### config.mk
export PLATFORM = sky130hd
export DESIGN_NAME = cla_seq_ctrl
export DESIGN_NICKNAME = d
export VERILOG_FILES = /design/src/rtl/cla_seq_pkg.sv /design/src/rtl/cla_seq_ctrl.sv
export SDC_FILE = /design/constraint.sdc
export NUM_CORES = 1
export LEC_CHECK = 0
export BUFFER_PORTS_ARGS = -buffer_cell sky130_fd_sc_hd__buf_4
export CORE_MARGIN = 3
export CORE_UTILIZATION = 52
export CTS_CLUSTER_SIZE = 8
export DETAILED_ROUTE_END_ITERATION = 10
export PLACE_DENSITY = 0.76
export SYNTH_ARGS = -nofsm -noshare
export SYNTH_HDL_FRONTEND = slang
export SYNTH_SLANG_ARGS = --single-unit
### constraint.sdc
create_clock -name clk -period 2.6 [get_ports clk]
set_clock_uncertainty 0.05 [all_clocks]
set_input_delay 0.26 -clock clk [delete_from_list [all_inputs] [get_ports clk]]
set_output_delay 0.26 -clock clk [all_outputs]
set_load 0.02 [all_outputs]
### src/rtl/cla_seq_pkg.sv
// Shared types and defaults for the multi-precision CLA sequencer.
// Holds the FSM state enum, default slice geometry and the total-width helper.
package cla_seq_pkg;

  typedef enum logic [1:0] {
    IDLE = 2'd0,
    RUN  = 2'd1,
    DONE = 2'd2
  } state_t;

  localparam int unsigned DEF_WORD_W = 9;
  localparam int unsigned DEF_NWORDS = 4;

  function automatic int unsigned calc_tw(input int unsigned word_w, input int unsigned nwords);
    return word_w * nwords;
  endfunction

endpackage

### src/rtl/cla_seq_ctrl.sv
// Multi-word add/subtract sequencer time-sharing one external WORD_W-bit CLA adder.
// Define CLA_SEQ_SUB_EN to honour op_sub (a - b as a + ~b + 1); otherwise every op is a + b + cin.
module cla_seq_ctrl
  import cla_seq_pkg::*;
#(
  parameter  int unsigned WORD_W = DEF_WORD_W,
  parameter  int unsigned NWORDS = DEF_NWORDS,
  localparam int unsigned TW     = calc_tw(WORD_W, NWORDS),
  localparam int unsigned IW     = (NWORDS > 1) ? $clog2(NWORDS) : 1
) (
  input  logic              clk,
  input  logic              rst_n,
  input  logic              in_valid,
  output logic              in_ready,
  input  logic [TW-1:0]     op_a,
  input  logic [TW-1:0]     op_b,
  input  logic              op_cin,
  input  logic              op_sub,
  output logic [WORD_W-1:0] adder_a,
  output logic [WORD_W-1:0] adder_b,
  output logic              adder_cin,
  input  logic [WORD_W-1:0] adder_sum,
  input  logic              adder_cout,
  output logic              out_valid,
  input  logic              out_ready,
  output logic [TW-1:0]     result,
  output logic              cout,
  output logic              overflow
);

  state_t          r_state;
  state_t          w_next;
  logic [TW-1:0]   r_a;
  logic [TW-1:0]   r_b_eff;
  logic [TW-1:0]   r_result;
  logic [IW-1:0]   r_idx;
  logic            r_carry;
  logic            r_cout;
  logic            r_ovf;
  logic            w_accept;
  logic            w_last;
  logic [TW-1:0]   w_b_in;
  logic            w_cin_in;

`ifdef CLA_SEQ_SUB_EN
  assign w_b_in   = op_sub ? ~op_b : op_b;
  assign w_cin_in = op_sub ? 1'b1  : op_cin;
`else
  logic w_unused_sub;
  assign w_unused_sub = op_sub;
  assign w_b_in       = op_b;
  assign w_cin_in     = op_cin;
`endif

  assign w_accept = (r_state == IDLE) && in_valid;
  assign w_last   = (r_idx == IW'(NWORDS - 1));

  always_ff @(posedge clk or negedge rst_n) begin
    if (!rst_n) r_state <= IDLE;
    else        r_state <= w_next;
  end

  always_comb begin
    w_next = r_state;
    case (r_state)
      IDLE:    if (in_valid)  w_next = RUN;
      RUN:     if (w_last)    w_next = DONE;
      DONE:    if (out_ready) w_next = IDLE;
      default:                w_next = IDLE;
    endcase
  end

  always_comb begin
    in_ready  = (r_state == IDLE);
    out_valid = (r_state == DONE);
    adder_a   = '0;
    adder_b   = '0;
    adder_cin = 1'b0;
    if (r_state == RUN) begin
      adder_a   = r_a[r_idx*WORD_W +: WORD_W];
      adder_b   = r_b_eff[r_idx*WORD_W +: WORD_W];
      adder_cin = r_carry;
    end
  end

  // Sign of the full result is the MSB of the last slice sum, captured on the same edge.
  always_ff @(posedge clk or negedge rst_n) begin
    if (!rst_n) begin
      r_a      <= '0;
      r_b_eff  <= '0;
      r_result <= '0;
      r_idx    <= '0;
      r_carry  <= 1'b0;
      r_cout   <= 1'b0;
      r_ovf    <= 1'b0;
    end else if (w_accept) begin
      r_a     <= op_a;
      r_b_eff <= w_b_in;
      r_carry <= w_cin_in;
      r_idx   <= '0;
    end else if (r_state == RUN) begin
      r_result[r_idx*WORD_W +: WORD_W] <= adder_sum;
      r_carry                          <= adder_cout;
      if (w_last) begin
        r_idx  <= '0;
        r_cout <= adder_cout;
        r_ovf  <= (r_a[TW-1] == r_b_eff[TW-1]) && (adder_sum[WORD_W-1] != r_a[TW-1]);
      end else begin
        r_idx <= r_idx + 1'b1;
      end
    end
  end

  assign result   = r_result;
  assign cout     = r_cout;
  assign overflow = r_ovf;

endmodule

After elaboration in Yosys (flattened, before gate mapping)
Index checks and enable logic that the tools add are counted.
{"block": "totals", "reg_bits": 115, "in_bits": 88, "out_inout_bits": 59, "wordCells": 44}
{"block": "classes", "addsub": 2, "mul": 1, "eq_ne": 8, "n_shift": 4, "mux": 13, "bitwise_logic": 1, "n_reduce_logical": 7}
{"op": "$shiftx 36x7->9", "n": 2}
{"op": "$bwmux 36", "n": 1}
{"op": "$shift 9x34->36 const A", "n": 1}
{"op": "$shiftx 9x34->36", "n": 1}
{"op": "$neg 6->34", "n": 1}
{"op": "$mux 9", "n": 2}
{"op": "$mux 2", "n": 6}
{"op": "$mul 2x4->6 const B", "n": 1}
{"op": "$pmux 2 s3", "n": 1}
{"op": "$reduce_and 3->1", "n": 2}
{"op": "$eq 2x2->1 const B", "n": 2}
{"op": "$ne 2x2->1 const B", "n": 2}
{"op": "$mux 1", "n": 3}
{"op": "$add 2x1->2 const B", "n": 1}
{"op": "$eq 2x1->1 const B", "n": 1}
{"op": "$logic_and 1x1->1", "n": 2}
{"op": "$logic_not 2->1", "n": 1}
{"op": "$ne 2x1->1 const B", "n": 1}
{"op": "$reduce_and 2->1", "n": 1}
{"op": "$reduce_bool 2->1", "n": 1}
{"op": "$eq 1x1->1", "n": 1}
{"op": "$ne 1x1->1", "n": 1}
{"op": "$not 1->1", "n": 1}

Depth between registers and ports, before layout
Gate-level depths: netlist (run 1).
{"block": "depth", "ltp_word": 4, "depth_mapped": 8, "depth_no_buf": 5}

Worst setup path after synthesis (run 1)
No wires, ideal clock.
{"block": "synth_path", "kind": "reg-to-reg", "from": "register r_idx[0]", "to": "register r_result[18] (netlist: result[18])", "setup_ns": 0.067, "arrival_ns": 1.959, "required_time_ns": 2.483, "setup_slack_ns": 0.524, "stages_incl_launch_ff": 8, "path_buffers": 2, "period_less_slack_ns": 2.076, "cell_sequence": "dfrtp_1 > buf_2 > buf_4 > inv_1 > ha_1 > inv_1 > nor4_4 > a22o_1"}
{"block": "synth_between", "elab_chain_len": 4, "word_cells_on_any_way": 5, "cone_classes": "1 x add/sub; 1 x mul; 2 x shift; 1 x mux"}
{"item": "from (decl)", "line_no": "cla_seq_ctrl.sv:36", "text": "logic [IW-1:0] r_idx;"}
{"item": "from (signal assigned)", "line_no": "cla_seq_ctrl.sv:109", "text": "r_idx <= r_idx + 1'b1;"}
{"item": "$mul 2x4->6 (*)", "line_no": "cla_seq_ctrl.sv:102", "text": "r_result[r_idx*WORD_W +: WORD_W] <= adder_sum;"}
{"item": "$neg 6->34 (*)", "line_no": "cla_seq_ctrl.sv:102"}
{"item": "$shiftx 9x34->36 / $shift 9x34->36 (equally long branches)", "line_no": "cla_seq_ctrl.sv:102"}
{"item": "$bwmux 36 (*)", "line_no": "cla_seq_ctrl.sv:102"}
{"item": "to (signal, indexed assignment)", "line_no": "cla_seq_ctrl.sv:102"}
{"item": "to (decl)", "line_no": "cla_seq_ctrl.sv:35", "text": "logic [TW-1:0] r_result;"}
Every way passes the cells marked *; elsewhere a longest branch is shown, timed or not.
A chain may end at the register's enable or synchronous reset.

Final worst setup path (run 1)
{"block": "layout_path", "from": "register r_idx[0]", "to": "output adder_a[0]"}
{"block": "layout_between", "elab_chain_len": 3}
{"item": "$mul 2x4->6", "line_no": "cla_seq_ctrl.sv:80", "text": "adder_a = r_a[r_idx*WORD_W +: WORD_W];"}
{"item": "$shiftx 36x7->9", "line_no": "cla_seq_ctrl.sv:80"}
{"item": "$mux 9", "line_no": "cla_seq_ctrl.sv:79", "text": "if (r_state == RUN) begin"}
{"item": "to (decl)", "line_no": "cla_seq_ctrl.sv:19", "text": "output logic [WORD_W-1:0] adder_a,"}
No other way between the ends.

==> results.md, run 1 <==
* Number of global-route vias before repair at roughly 5000
* Cell Chain, Critical Path: buf_12, mux4_2, and2_1, buf_4
* Antenna diodes at 0
* Post-synthesis to final-layout area growth at 52.9%
* Worst R2R Start: r_idx[0]
* Largest net degree at the start of global routing at 47
* Hold buffers post-CTS at between 80 and 90
* Tightest Hold Check Type: input port to async pin
* Non-filler cells in the finished layout at 869
* Area of the placeable core at 9370 um2
* Cell count after synthesis at around 500
* Slew at the pin closest to its max-slew limit at around 0.71 ns
* Dominant register cell in the synthesized netlist: dfrtp_1
* Via/cell ratio at ~5.3
* Final critical-path required period at 2.47 ns
* EDFF count, synth at 0
* Largest voltage drop on the vdd net at 0.000719 V
* Clock transition at the register clock pins on the worst setup and hold paths after CTS at around 0.060 ns
* Total of cells resized after clock tree synthesis at 0
* CTS H-Tree Depth at 4
* Mapped cell area at slightly above 5000 um2
* Post CTS Setup Buffer Count at 0
* Count of maximum capacitance violations at 0
* First-pass DRT Iterations at 5
* DRC at 0
* Clock tree root buffer cell: clkbuf_8
* Total power of the final layout at about 10000 uW
* Most frequent cell after synthesis: nand2_1
* Rel. slew slack at 52.7%
* Skew-Pair Late Insertion Delay at about 0.50 ns
* Startpoint types: register
* Setup repair after global routing missed its margin: no
* Remaining global-route overflow at 0
* RR Endpoint: result[23]
* Count of placed standard cells including taps at between 700 and 800
* Final setup fails at 0
* Avg WL per Cell at ~17 um
* Starting density of the core at a little over half
* Final slew viol count at 0
* Unique masters post-synth at 25
* Initial DRC Count at around 380
* Static leakage at between 0.003 and 0.004 uW
* Final Hold Vio Count at 0
* Main area contributors after synthesis: dfrtp_1, nand2_1, mux4_2, a22o_1, and2_1
* Number of clock sinks at 115
* Setup CP Type: register to output port
* Largest delay share family, worst path: multiplexers
* Worst hold slack at roughly 0.27 ns
* Net count after synthesis at around 590
* Number of nets in the layout at 821
* Worst EP arrival at around 2.2 ns
* Post-synthesis register bit count at between 100 and 150
* Nature of the critical path endpoint: output port
* Die Footprint at 11000 um2
* Aggregate global-route resource usage at 29.3%
* IO buf count at between 100 and 150
* Total Routed Length at between 15000 and 20000 um
* Result of the run: complete, no violations
* Filler instances at ~530
* Vertical die dimension at 105 um
* Seq/Total Area, Yosys at 56.8%
* Crit path largest cell delay at between 0.5 and 0.6 ns
* Routed via count at between 4000 and 5000
* Buffers from clock root to sink, at most at 2
* Data required, critical path at around 2.3 ns
* Maximum fanout along the worst path at 19
* Count of cells along the worst register-to-register path at 5
* Number of placement rows at 35
* Antenna violations before repair at 0
* Final cell utilization of the core at ~83%
* Worst R2R Setup Slack at about 0.48 ns
* IO Count at roughly 150
* Share of async-settable or async-resettable flops after synthesis at 100%
* Number of nets with antenna violations after detailed routing at 0
* Post-synth top cells: nand2_1, dfrtp_1, a22o_1
* Share of post-route cells with drive strength above 1 at 28.4%
* Mean Syn Cell Area at roughly 10 um2
* Share of Yosys cell area claimed by the top area cell type at 56.8%
* Post-route clock period utilization at a little over nine tenths
* Number of buffers inserted during clock tree synthesis at 17
* Wire length of the first global-routing pass at between 20000 and 30000 um
* Width of the die at 105 um
* Summed negative setup slack over all endpoints at 0 ns
* Detailed placer's ending HPWL at 8790 um
* TritonCTS clock tree: yes
* Worst Path Buf+Inv at 2
* PwrDens at about 1300 nW/um2
* Post-synthesis cell type with the largest combined area: dfrtp_1
* CP max stage cell: mux4_2
* Final weighted congestion in routability-driven placement at between 0.7 and 0.8
* Highest attainable clock frequency at between 400 and 500 MHz
* Yosys synthesis warning count at 0
[state kept, by name, indices dropped and copies added (netlist names)]
name      flops
r_idx         2
r_b_eff      36
r_state       2
r_carry       1
overflow      1
cout          1
result       36
r_a          36
[worst max-delay path by stage]
stage / slack [ns] / cells past startpoint / startpoint / to
3_3_place_gp: 0.58 / 5 / r_idx[0] / result[11]
2_1_floorplan: 0.52 / 7 / r_idx[0] / result[18]
5_1_grt: 0.04 / 4 / r_idx[0] / adder_a[0]
4_1_cts: 0.11 / 4 / r_idx[0] / adder_a[0]
3_5_place_dp: 0.53 / 5 / r_idx[0] / result[18]
6_report: 0.13 / 4 / r_idx[0] / adder_a[0]
[power breakdown]
| group | switching, uW | total (uW) | leakage (uW) | internal, uW |
|---|---|---|---|---|
| logic | 2300 | 4180 | 0.00219 | 1880 |
| registers | 535 | 3150 | 0.00147 | 2620 |
| clock network | 788 | 2420 | 0.000302 | 1630 |
| total | 3620 | 9750 | 0.00396 | 6130 |
[cell type report]
type / instances / area [um2] / area share (%)
Sequential cell: 115 / 2880 / 37.2
Multi-Input combinational cell: 348 / 2010 / 26.0
Inverter: 4 / 15.0 / 0.194
Clock inverter: 9 / 151 / 1.95
Timing Repair Buffer: 241 / 2060 / 26.6
Tap cell: 129 / 161 / 2.08
Clock buffer: 23 / 467 / 6.02
[metal layers]
metal	up-vias	global-route usage [%]	routed length [um]
li1	2093	-	-
met1	2264	35.7	5720
met2	202	51.8	8130
met3	31	6.61	958
met4	0	9.47	303
met5	-	0	0
[layout by cell type (no fill, tap or decap), drive strengths merged, types with 6 or more instances in the layout]
cell type,n
a22o,25
and2,19
buf,155
clkbuf,23
dfrtp,115
dlygate4sd3,86
ha,6
mux4,18
nand2,243
o21ai,12
[kinds of logic after synthesis]
| family | share of synthesized area, % |
|---|---|
| AO/OA/AOI/OAI | 6.23 |
| adder cells (fa/ha/maj) | 1.48 |
| multiplexers | 8.45 |
| AND/OR/NAND/NOR | 23.4 |
| flip-flops | 56.8 |
| buffers and inverters | 3.58 |
[per-stage QoR]
stage / setup WS [ns] / instance area [um2]
after CTS: 0.111 / 7750
after detailed placement: 0.535 / 6270
final: 0.125 / 7750
after global routing: 0.0422 / 7750
after global placement: 0.582 / 6270
after floorplan: 0.524 / 5060
Power figures use the tool's default switching activity.
==> inputs of run 2 (changes only) <==
- ABC_AREA: not set -> 1
- PLACE_DENSITY: 0.76 -> 0.75
==> results.md, run 2 <==
* Post-synthesis to final-layout area growth at 49.5%
* Highest attainable clock frequency at about 440 MHz
* Worst EP arrival at slightly below 2 ns
* Arithmetic-cell share of the synthesized area counting full adders, half adders and majority gates at around 1.4%
* Tightest Hold Check Type: input port to register
* Post-Place Cell Area at roughly 6500 um2
* Net count after synthesis at 745
* Vertical die dimension at about 110 um
* Final weighted congestion in routability-driven placement at 0.839
* CTS H-Tree Depth at 4
* Wire length of the first global-routing pass at about 25000 um
* Unique masters post-synth at 27
* Count of maximum capacitance violations at 0
* Antenna violations before repair at 1
* Xor-xnor portion of the synthesized cell area at 0%
* Final setup fails at 0
* Share of Yosys cell area claimed by the top area cell type at 54.0%
* Mapped cell area at roughly 5300 um2
* Crit path largest cell delay at approximately 0.40 ns
* Share of post-route cells with drive strength above 1 at a little under a quarter
* Multiplexer share of the synthesized area at 0%
* Data required, critical path at 2.29 ns
* Largest net degree at the start of global routing at 71
* Non-filler cells in the finished layout at between 1000 and 1500
* Largest voltage drop on the vdd net at between 0.0007 and 0.0008 V
* Result of the run: complete, no violations
* Number of buffers inserted during clock tree synthesis at 17
* Number of nets with antenna violations after detailed routing at 0
* Beginning of the critical path: r_idx[0]
* Slew at the pin closest to its max-slew limit at 0.674 ns
* Yosys synthesis warning count at 0
* Routed via count at approximately 5100
* Clock tree root buffer cell: clkbuf_8
* Nature of the critical path endpoint: output port
* Number of clock sinks at roughly 120
* IO Count at 147
* Total Routed Length at 15100 um
* Non-Filler Cell Area, Final at ~8000 um2
* Pre-CTS WS at slightly below 0.6 ns
* Buffers from clock root to sink, at most at 2
* Worst R2R Start: r_idx[1]
* Most frequent standard cell in the layout excluding fill and tap cells: buf_4
* Aggregate global-route resource usage at approximately 27%
* Setup CP Type: register to output port
* Hold Crit Start: in_valid
* First-pass DRT Iterations at 5
* TritonCTS clock tree: yes
* Initial DRC Count at approximately 350
* Final critical-path required period at between 2 and 2.5 ns
* Main area contributors after synthesis: dfrtp_1, nand2_1, a21oi_1, inv_1, nor2_1
* Rel. slew slack at a little under three fifths
* Post-synth top cells: nand2_1, dfrtp_1, a21oi_1
* Detailed placer's ending HPWL at approximately 9100 um
* Post CTS Setup Buffer Count at 0
* Worst-case setup margin in the final layout at 0.315 ns
* Seq/Total Area, Yosys at a little over half
* Avg WL per Cell at 14.7 um
* Starting density of the core at 54.0%
* DRC at 0
* Area of the placeable core at 9860 um2
* Number of placement rows at 36
* Number of nets in the layout at 970
* IO buf count at about 150
* PwrDens at 1240 nW/um2
* Clock transition at the register clock pins on the worst setup and hold paths after CTS at approximately 0.060 ns
* Post-synthesis register bit count at between 100 and 150
* Static leakage at slightly above 0.004 uW
* Remaining global-route overflow at 0
* Maximum fanout along the worst path at 22
* Compound-gate portion of the synthesized area at a little over an eighth
* Mean Syn Cell Area at 8.19 um2
* Die Footprint at around 12000 um2
* CP max stage cell: dfrtp_2
* Post-synthesis cell type with the largest combined area: dfrtp_1
* Summed negative setup slack over all endpoints at 0 ns
* Worst hold slack at ~0.022 ns
* Cell repeated most along the worst path: buf_4
* Startpoint types: register
* Count of placed standard cells including taps at roughly 910
* Synth Area in Simple Gates at a little over a fifth
* Highest-count cells in the layout ignoring fill and taps: buf_4, nand2_1, dfrtp_1
* Dominant register cell in the synthesized netlist: dfrtp_1
* EDFF count, synth at 0
* Cell Chain, Critical Path: inv_2, buf_4, nand2_1, nand3_1, a21oi_1, buf_4
* Post-route clock period utilization at 87.9%
* Final Hold Vio Count at 0
* Number of global-route vias before repair at around 5300
* Skew-Pair Late Insertion Delay at about 0.51 ns
* Largest family of logic cells by synthesized area: simple AND/OR/NAND/NOR gates
* Share of async-settable or async-resettable flops after synthesis at 100%
* Width of the die at about 110 um
* Via/cell ratio at about 5
* Most frequent cell after synthesis: nand2_1
* Setup repair after global routing missed its margin: no
* Final slew viol count at 0
* Cell count after synthesis at approximately 650
==> run 2: cell types whose count changed after synthesis, sizes merged, moves of 18 or more <==
cell   delta
a21oi    +90
a22o     -25
and2     -19
inv      +82
mux4     -18
nand2    -94
nand3    +39
nor2     +84
o21ai    +28
==> run 2: timing repair <==
action,in CTS,in global routing
setup endpoints to repair,0,8
hold buffers,85,0
resized for setup,0,1
endpoints found under the hold margin,133,0
==> run 2: worst max-delay path: cells and delay by family (launching register included) <==
kind | cells | cell delay (ns)
buffers and inverters | 3 | 0.80
DFF | 1 | 0.40
and+or+nand+nor | 2 | 0.17
AOI/OAI and AO/OA | 1 | 0.10
==> run 2: per-stage QoR <==
stage	utilization, %	total power (uW)
after floorplan	-	5830
after global placement	65.9	7200
after detailed placement	65.9	7300
after CTS	80.7	9840
after global routing	80.8	10500
final	80.8	9880
==> run 2: where the power goes <==
group | switching, uW | internal (uW)
Combinational | 2910 | 1660
Sequential | 322 | 2580
Clock | 820 | 1580
==> run 2: layout make-up <==
cell class | count | area (um2)
clock buffer | 20 | 435
clock inverter | 12 | 181
antenna | 1 | 2.50
inverter | 87 | 327
tap | 133 | 166
timing repair buffer | 238 | 2020
multi-input combinational | 417 | 1950
fill | 611 | 1900
sequential | 115 | 2880
==> run 2: logic make-up (layout without fill, tap and decap cells) <==
kind of cell,after synthesis,in the layout
other cells,0,1
compound gates,132,132
simple gates,279,279
fa+ha+maj,6,6
flops,115,115
buf+inv,119,357
==> run 2: path summary, 6_finish.rpt <==
kind / to / slack [ns] / depth (start not counted)
worst max-delay path: adder_b[6] / 0.32 / 6
worst min-delay path: r_carry / 0.02 / 3
worst max register to register: result[22] / 0.54 / 6
worst min register to register: result[3] / 0.43 / 2
max in group asynchronous: r_a[15] / 1.32 / 3
min in group asynchronous: r_a[25] / 0.29 / 2
==> run 2: routing by layer <==
layer	vias to the layer above	global-route usage, %	wire, um
li1	2493	-	-
met1	2405	35.1	6190
met2	202	44.9	7500
met3	40	6.24	985
met4	0	10.6	394
met5	-	0	0
